## src/rtl/alu_pkg.sv

```systemverilog
// Shared definitions for the integer ALU: operation codes, flag bit positions, shifter modes.
// Latency: none (declarations only).
// Backpressure: not applicable.
package alu_pkg;

    // Operation select, equal to {funct7[5], funct3}
    localparam logic [3:0] ALU_ADD  = 4'b0000;
    localparam logic [3:0] ALU_SUB  = 4'b1000;
    localparam logic [3:0] ALU_SLL  = 4'b0001;
    localparam logic [3:0] ALU_SLT  = 4'b0010;
    localparam logic [3:0] ALU_SLTU = 4'b0011;
    localparam logic [3:0] ALU_XOR  = 4'b0100;
    localparam logic [3:0] ALU_SRL  = 4'b0101;
    localparam logic [3:0] ALU_SRA  = 4'b1101;
    localparam logic [3:0] ALU_OR   = 4'b0110;
    localparam logic [3:0] ALU_AND  = 4'b0111;

    // Bit positions inside the 4-bit {V,C,N,Z} flag vector
    localparam int FLAG_Z = 0;
    localparam int FLAG_N = 1;
    localparam int FLAG_C = 2;
    localparam int FLAG_V = 3;

    // Barrel shifter mode select
    localparam logic [1:0] SHIFT_SLL = 2'b00;
    localparam logic [1:0] SHIFT_SRL = 2'b01;
    localparam logic [1:0] SHIFT_SRA = 2'b10;

endpackage

```

## src/rtl/alu_shifter.sv

```systemverilog
// Logarithmic barrel shifter: left logical, right logical and right arithmetic.
// Latency: purely combinational, zero cycles.
// Backpressure: none; output follows inputs continuously.
module alu_shifter
    import alu_pkg::*;
#(
    parameter int N  = 32,
    parameter int SW = $clog2(N)
) (
    input  logic [N-1:0]  i_a,
    input  logic [SW-1:0] i_shamt,
    input  logic [1:0]    i_mode,
    output logic [N-1:0]  o_result
);

    logic [N-1:0] w_val;

    // One stage per shift-amount bit; stage i moves the value by 2**i positions
    always_comb begin
        w_val = i_a;
        for (int i = 0; i < SW; i++) begin
            if (i_shamt[i]) begin
                case (i_mode)
                    SHIFT_SLL: w_val = w_val << (1 << i);
                    SHIFT_SRL: w_val = w_val >> (1 << i);
                    SHIFT_SRA: w_val = $signed(w_val) >>> (1 << i);
                    default:   w_val = w_val;
                endcase
            end
        end
    end

    assign o_result = w_val;

endmodule

```

## src/rtl/alu_unit.sv

```systemverilog
// RV32I-style integer ALU with combinational result/flags and an enable-gated registered copy.
// Latency: RESULT/ZERO/FLAGS zero cycles; RESULT_Q/FLAGS_Q one clk edge after EN=1.
// Backpressure: none; EN=0 simply holds the registered copy.
module alu_unit
    import alu_pkg::*;
#(
    parameter int N = 32
) (
    input  logic         clk,
    input  logic         reset,
    input  logic [N-1:0] A,
    input  logic [N-1:0] B,
    input  logic [3:0]   OP,
    input  logic         EN,
    output logic [N-1:0] RESULT,
    output logic         ZERO,
    output logic [3:0]   FLAGS,
    output logic [N-1:0] RESULT_Q,
    output logic [3:0]   FLAGS_Q
);

    localparam int SW = $clog2(N);

    logic         w_sub;
    logic [N-1:0] w_b_op;
    logic [N:0]   w_sum;
    logic         w_carry;
    logic         w_ovf;
    logic [1:0]   w_shift_mode;
    logic [N-1:0] w_shift;
    logic [N-1:0] w_result;
    logic [3:0]   w_flags;
    logic [N-1:0] r_result_q;
    logic [3:0]   r_flags_q;

    // ADD, SUB and both compares share one N+1-bit adder; subtraction is A + ~B + 1
    assign w_sub   = (OP == ALU_SUB) || (OP == ALU_SLT) || (OP == ALU_SLTU);
    assign w_b_op  = w_sub ? ~B : B;
    assign w_sum   = {1'b0, A} + {1'b0, w_b_op} + {{N{1'b0}}, w_sub};
    assign w_carry = w_sum[N];
    // Overflow: adder inputs agree in sign but the sum's sign differs from them
    assign w_ovf   = (A[N-1] == w_b_op[N-1]) && (w_sum[N-1] != A[N-1]);

    assign w_shift_mode = (OP == ALU_SLL) ? SHIFT_SLL :
                          (OP == ALU_SRA) ? SHIFT_SRA : SHIFT_SRL;

    alu_shifter #(
        .N  (N),
        .SW (SW)
    ) u_shifter (
        .i_a      (A),
        .i_shamt  (B[SW-1:0]),
        .i_mode   (w_shift_mode),
        .o_result (w_shift)
    );

    // Result select; unused opcodes yield zero
    always_comb begin
        w_result = '0;
        case (OP)
            ALU_ADD, ALU_SUB:           w_result = w_sum[N-1:0];
            ALU_SLT:                    w_result = {{(N-1){1'b0}}, w_sum[N-1] ^ w_ovf};
            ALU_SLTU:                   w_result = {{(N-1){1'b0}}, ~w_carry};
            ALU_SLL, ALU_SRL, ALU_SRA:  w_result = w_shift;
            ALU_XOR:                    w_result = A ^ B;
            ALU_OR:                     w_result = A | B;
            ALU_AND:                    w_result = A & B;
            default:                    w_result = '0;
        endcase
    end

    // Flags: Z and N for every op, C and V only meaningful for ADD/SUB
    always_comb begin
        w_flags         = '0;
        w_flags[FLAG_Z] = (w_result == '0);
        w_flags[FLAG_N] = w_result[N-1];
        if ((OP == ALU_ADD) || (OP == ALU_SUB)) begin
            w_flags[FLAG_C] = w_carry;
            w_flags[FLAG_V] = w_ovf;
        end
    end

    // Registered copy for pipelined consumers; reset clears it asynchronously
    always_ff @(posedge clk or posedge reset) begin
        if (reset) begin
            r_result_q <= '0;
            r_flags_q  <= '0;
        end else if (EN) begin
            r_result_q <= w_result;
            r_flags_q  <= w_flags;
        end
    end

    assign RESULT   = w_result;
    assign ZERO     = w_flags[FLAG_Z];
    assign FLAGS    = w_flags;
    assign RESULT_Q = r_result_q;
    assign FLAGS_Q  = r_flags_q;

endmodule

```

## config.mk

```make
export PLATFORM = sky130hd
export DESIGN_NAME = alu_unit
export DESIGN_NICKNAME = d
export VERILOG_FILES = /design/src/rtl/alu_pkg.sv /design/src/rtl/alu_shifter.sv /design/src/rtl/alu_unit.sv
export SDC_FILE = /design/constraint.sdc
export NUM_CORES = 1
export LEC_CHECK = 0
export BUFFER_PORTS_ARGS = -buffer_cell sky130_fd_sc_hd__buf_2
export CAP_MARGIN = 20
export CORE_MARGIN = 5
export CORE_UTILIZATION = 55
export CTS_CLUSTER_SIZE = 25
export DETAILED_ROUTE_END_ITERATION = 12
export GPL_TIMING_DRIVEN = 0
export HOLD_SLACK_MARGIN = 0.08
export PLACE_DENSITY = 0.77
export REMOVE_ABC_BUFFERS = 1
export SLEW_MARGIN = 25
export SYNTH_ARGS = -nofsm -noshare
export SYNTH_HDL_FRONTEND = slang
export SYNTH_SLANG_ARGS = --single-unit
```

## constraint.sdc

```tcl
create_clock -name clk -period 7.4 [get_ports clk]
set_input_delay 0.37 -clock clk [delete_from_list [all_inputs] [get_ports clk]]
set_output_delay 0.37 -clock clk [all_outputs]
set_load 0.05 [all_outputs]
```

==> results.toml, run 1 <==
[run_status]
outcome = "finished, final reports clean"

[finish]
seqCellArea_sq_um = 876
syn2layout_area_growth_pct = 7.78
nFillCells = 1855
finalNonFillerCells = 1797
final_common_cell = "a21oi_1"
final_cell_mix = "a21oi_1, buf_2, nand2_1"
multi_input_area_sq_um = 8930
drive_gt1_frac = 0.163
fin_nets = 1696
fin_area_sq_um = 11500

[drt]
firstDrtPassIters = 6
drc = 0
drt_iter0_markers = 2053
num_vias = 13100
routedWlPerCell_um = 27.7
routed_wl_um = 49800
route.antenna.remaining_nets = 0
viasPerCell = 7.29

[setup_path]
crit_type = "input pin to output pin"
crit_chain = "buf_2 -> nor3_2 -> a21oi_4 -> buf_16 -> xnor2_1 -> ha_1 -> nand4_1 -> or2_2 -> o31ai_1 -> xor2_1 -> a211oi_1 -> o21ai_0 -> or4_1 -> nor3_1 -> nand4_1 -> nor4_1 -> buf_2"
r2r_cells = 1
endpoint = "ZERO"
ff2ff_setup_slack_ns = 6.62
worstPathArrival_ns = 6.41
endpoint_kind = "output pin"
cp-startpoint = "OP[1]"
reg2reg_from = "RESULT_Q[11]"
crit_fanout = 40
r2r_end = "RESULT_Q[11]"
crit_required_ns = 7.03
critPathSlowestCell = "buf_2"
slowest_delay_ns = 0.70
crit_path_start_kind = "input pin"

[floorplanning]
ios = 144
fp-row-count = 51
initial_core_util = 0.554
die-width_um = 150
die_y_um = 150
core_sq_um = 19300
dieArea_sq_um = 22400

[timing]
tightest_slew_ns = 1.14
clock_skew_ns = 0
setup_violations = 0
rsz0062_at_grt = "false"
max_clock_freq_mhz = 147
post-route-min-period_ns = 6.78
fin_crit_sh = 0.917
slew_headroom = 0.237
hold_viol_final = 0
slew_violations = 0

[logic_synthesis]
yosys.area.top_type = "ha_1"
syn_area_sq_um = 10700
synth_edf_count = 0
ys_seq_area_frac = 0.0818
synth_area_leaders = "ha_1, dfrtp_1, a21oi_1"
avgSynthCellArea_sq_um = 7.16
synth_warnings = 0
synth_top_area_share = 0.111
synth_ff_type = "dfrtp_1"
async_reset_ff_frac = 1.00
ys_ff_latch = 35
ys_types = 81
syn_inst = 1495

[clocking]
postCtsSetupRepairBufs = 0
clk_latency_ns = 0.29
cts_tree = "built"
clockBufferDepth = 2
cts_made_buffers = 5
root_buffer = "clkbuf_16"
hold_buffers = 0
htree_levels = 2
cts.sinks = 35
cts_resized = 0
path_clk_slew_ns = 0.06

[place]
dp.cells = 1787
place.detailed.hpwl_um = 37400
place.gp.congestion = 1.04
dpl-instance-area_sq_um = 11400
portBuffers = 143

[power_and_ir_drop]
peakVddDrop_mv = 0.307
p_leak_nw = 5.12
power_density_nw_per_um2 = 136

[grt]
grtUsageTotal = 0.431
grt_max_degree = 88
grt_pass1_vias = 12300
gr-total-overflow = 0
grt_pass1_wl_um = 74700
antenna_found_initial = 1

[min_path]
hold_path_class = "input pin to async pin"

[job]
drv_cap = 0
## worst max-delay path: cells and delay by family
kind | cells | cell delay, ns
AO/OA/AOI/OAI | 4 | 1.81
AND/OR/NAND/NOR | 7 | 2.10
adder cells (fa/ha/maj) | 1 | 0.53
XOR/XNOR | 2 | 0.24
buffers and inverters | 3 | 1.29
## synth_stat cells, types with 16 or more instances
library cell / number
a22oi_1: 43
nand3_1: 39
a21oi_1: 144
mux4_2: 21
inv_1: 86
mux2_2: 29
mux2i_1: 57
nor2b_1: 41
a31oi_1: 31
dfrtp_1: 35
clkbuf_1: 76
buf_2: 25
xnor2_1: 44
ha_1: 95
nand2b_1: 16
a221oi_1: 19
a211oi_1: 24
o21ai_0: 74
nand2_1: 122
o22ai_1: 19
nor2_1: 122
nor3_1: 36
o211ai_1: 22
## logic make-up after synthesis
family / count (synthesis) / share of synthesized area
flops: 35 / 0.0818
compound gates: 531 / 0.338
mux: 108 / 0.130
buf+inv: 219 / 0.0874
xor+xnor: 52 / 0.0425
simple gates: 454 / 0.207
fa+ha+maj: 96 / 0.113
## per-layer routing
metal | wire [um] | GRT usage
met5 | 7 | 0
met4 | 3080 | 0.207
met3 | 6780 | 0.117
met2 | 21200 | 0.660
met1 | 18800 | 0.561
## worst min path at each step
stage	slack, ns	end
after floorplan	0.45	RESULT_Q[12]
after global placement	0.49	RESULT_Q[19]
after detailed placement	0.49	RESULT_Q[15]
after CTS	0.22	RESULT_Q[27]
after global routing	0.27	RESULT_Q[27]
final	0.20	RESULT_Q[29]
## through the flow
step	setup TNS [ns]	util	hold slack, ns	power, W	setup slack (ns)
after floorplan	-5.02	-	0.455	0.000964	-2.28
after global placement	-79.08	0.577	0.486	0.00131	-2.55
after detailed placement	0	0.589	0.492	0.00133	0.850
after CTS	0	0.597	0.221	0.00154	0.813
after global routing	0	0.597	0.267	0.00165	0.379
final	0	0.597	0.199	0.00157	0.616
## state kept, by name, summed over array words and instances (netlist names)
register and cells:
RESULT_Q 31, FLAGS_Q 4
## final cells by class
type	instances	area share
antenna	2	0.000434
clock buffer	5	0.0108
clock inverter	3	0.00173
inverter	88	0.0287
multi-input combinational	1241	0.774
sequential	35	0.0759
tap	265	0.0287
timing repair buffer	158	0.0800
## report_power, final
part | switching (W) | internal (W)
Combinational | 0.000783 | 0.000347
Sequential | 0.0000146 | 0.000218
Clock | 0.0000840 | 0.000124
Note: power is estimated with default switching activity, not from simulation.
==> run 2: changes to the inputs <==
==> constraint.sdc (replaced) <==
create_clock -name clk -period 7.4 [get_ports clk]
set_input_delay 0.74 -clock clk [delete_from_list [all_inputs] [get_ports clk]]
set_output_delay 0.74 -clock clk [all_outputs]
set_load 0.05 [all_outputs]
==> run 2 against run 1 <==
Clock-buffer cell count stayed put. Non-clock buffer count rose by 3. Critical path type unchanged. Largest cell class unchanged. Highest routed layer unchanged. First-iteration DRC count is 3.3% higher. Die area is the same. Register-to-register slack hardly changed. Core utilization rose by 0.12 points.
==> results.toml, run 2 (synthesis gave the netlist of run 1 again) <==
[timing]
rsz0062_at_grt = "false"
setup_violations = 0
slew_headroom = 0.248
hold_slack_ns = 0.503
max_clock_freq_mhz = 142
fin_crit_sh = 0.949
hold_viol_final = 0
post-route-min-period_ns = 7.02
clock_skew_ns = 0
slew_violations = 0
tightest_slew_ns = 1.13

[finish]
final_util = 0.598
nFillCells = 1854
largest_reg_flops = 31
drive_gt1_frac = 0.164
fin_nets = 1699
final_cell_mix = "a21oi_1, buf_2, nand2_1"
syn2layout_area_growth_pct = 7.99
final_common_cell = "a21oi_1"

[drt]
routed_wl_um = 49900
num_vias = 13100
drt_iter0_markers = 2120
viasPerCell = 7.28
drc = 0
routedWlPerCell_um = 27.7
route.antenna.remaining_nets = 0
firstDrtPassIters = 7

[clocking]
cts_made_buffers = 5
hold_buffers = 0
clockBufferDepth = 2
cts.sinks = 35
root_buffer = "clkbuf_16"
cts_tree = "built"
path_clk_slew_ns = 0.06
clk_latency_ns = 0.28
htree_levels = 2

[place]
place.gp.congestion = 1.04
place.detailed.hpwl_um = 37400
portBuffers = 143

[setup_path]
crit_type = "input pin to output pin"
r2r_end = "RESULT_Q[11]"
critPathTopFamily = "simple AND/OR/NAND/NOR gates"
r2r_cells = 1
endpoint_kind = "output pin"
worstPathArrival_ns = 6.28
slowest_delay_ns = 0.53
critPathSlowestCell = "ha_1"
ff2ff_setup_slack_ns = 6.62
cp.buffers_inverters = 3
crit_chain = "clkbuf_4 -> nand2b_1 -> nor2_1 -> a21oi_4 -> buf_16 -> xnor2_1 -> ha_1 -> nand4_1 -> or2_2 -> o31ai_1 -> xor2_1 -> a211oi_1 -> o21ai_0 -> or4_1 -> nor3_1 -> nand4_1 -> nor4_1 -> buf_2"
critPathMostFrequentCell = "nand4_1"
cp-startpoint = "OP[1]"
crit_required_ns = 6.66
reg2reg_from = "RESULT_Q[11]"
crit_path_start_kind = "input pin"
crit_fanout = 40

[floorplanning]
dieArea_sq_um = 22400
die-width_um = 150
die_y_um = 150
core_sq_um = 19300
ios = 144
initial_core_util = 0.554
fp-row-count = 51

[grt]
antenna_found_initial = 1
grt_pass1_wl_um = 74700
grtUsageTotal = 0.431
grt_pass1_vias = 12300
grt_max_degree = 88
gr-total-overflow = 0

[min_path]
worstHoldStart = "FLAGS_Q[2]"
hold_end = "FLAGS_Q[2]"
hold_path_class = "register to register"
hold_depth = 1

[power_and_ir_drop]
p_leak_nw = 5.14
peakVddDrop_mv = 0.308
power_density_nw_per_um2 = 136

[job]
drv_cap = 0

[run_status]
outcome = "finished, final reports clean"
==> run 2: cell types whose count changed in the layout (fill, tap and decap cells not counted), sizes merged <==
cell    before  now
clkbuf       5    6
buf        158  160
diode        2    1
==> run 2: repair_timing <==
| action | CTS | global route |
|---|---|---|
| endpoints found under the setup margin | 0 | 2 |
| resized for setup | 0 | 1 |
| buffers inserted | 0 | 3 |
==> run 2: report_power, final <==
| part | switching, W | internal [W] | total (W) |
|---|---|---|---|
| Clock | 0.0000834 | 0.000124 | 0.000207 |
| Combinational | 0.000783 | 0.000348 | 0.00113 |
| Sequential | 0.0000147 | 0.000218 | 0.000233 |
==> run 2: layout make-up <==
class	count	area, sq um	area share
clock buffers	5	125	0.0108
clock inverters	3	20.0	0.00173
well taps	265	332	0.0287
multi-input cells	1241	8930	0.772
inverters	88	332	0.0287
diodes	1	2.50	0.000216
repair buffers	161	948	0.0820
flip-flops and latches	35	876	0.0757
==> run 2: per-layer routing <==
layer  vias to the layer above  part of all wire  global-route usage
met5                         -           0.00014                   0
met3                       213              0.14               0.117
met2                      1050              0.43               0.660
li1                       5707                 -                   -
met1                      6133              0.37               0.561
met4                         2             0.059               0.207
==> run 2: worst max-delay path by stage <==
stage	endpoint	slack, ns	cells past startpoint
global placement	FLAGS[0]	-3.29	16
finish	FLAGS[0]	0.38	18
global route	FLAGS[0]	0.07	18
CTS	ZERO	0.07	17
floorplan	FLAGS[0]	-3.02	11
detailed placement	ZERO	0.11	17
==> run 2: per-stage QoR <==
step | setup TNS [ns] | power (W) | setup WS, ns | instance area, sq um | cells
floorplan | -8.72 | 0.000964 | -3.02 | 10100 | 1364
global placement | -119.42 | 0.00131 | -3.29 | 11200 | 1772
detailed placement | 0 | 0.00133 | 0.110 | 11400 | 1787
CTS | 0 | 0.00154 | 0.0729 | 11500 | 1795
global route | 0 | 0.00165 | 0.0715 | 11600 | 1798
finish | 0 | 0.00157 | 0.377 | 11600 | 1799
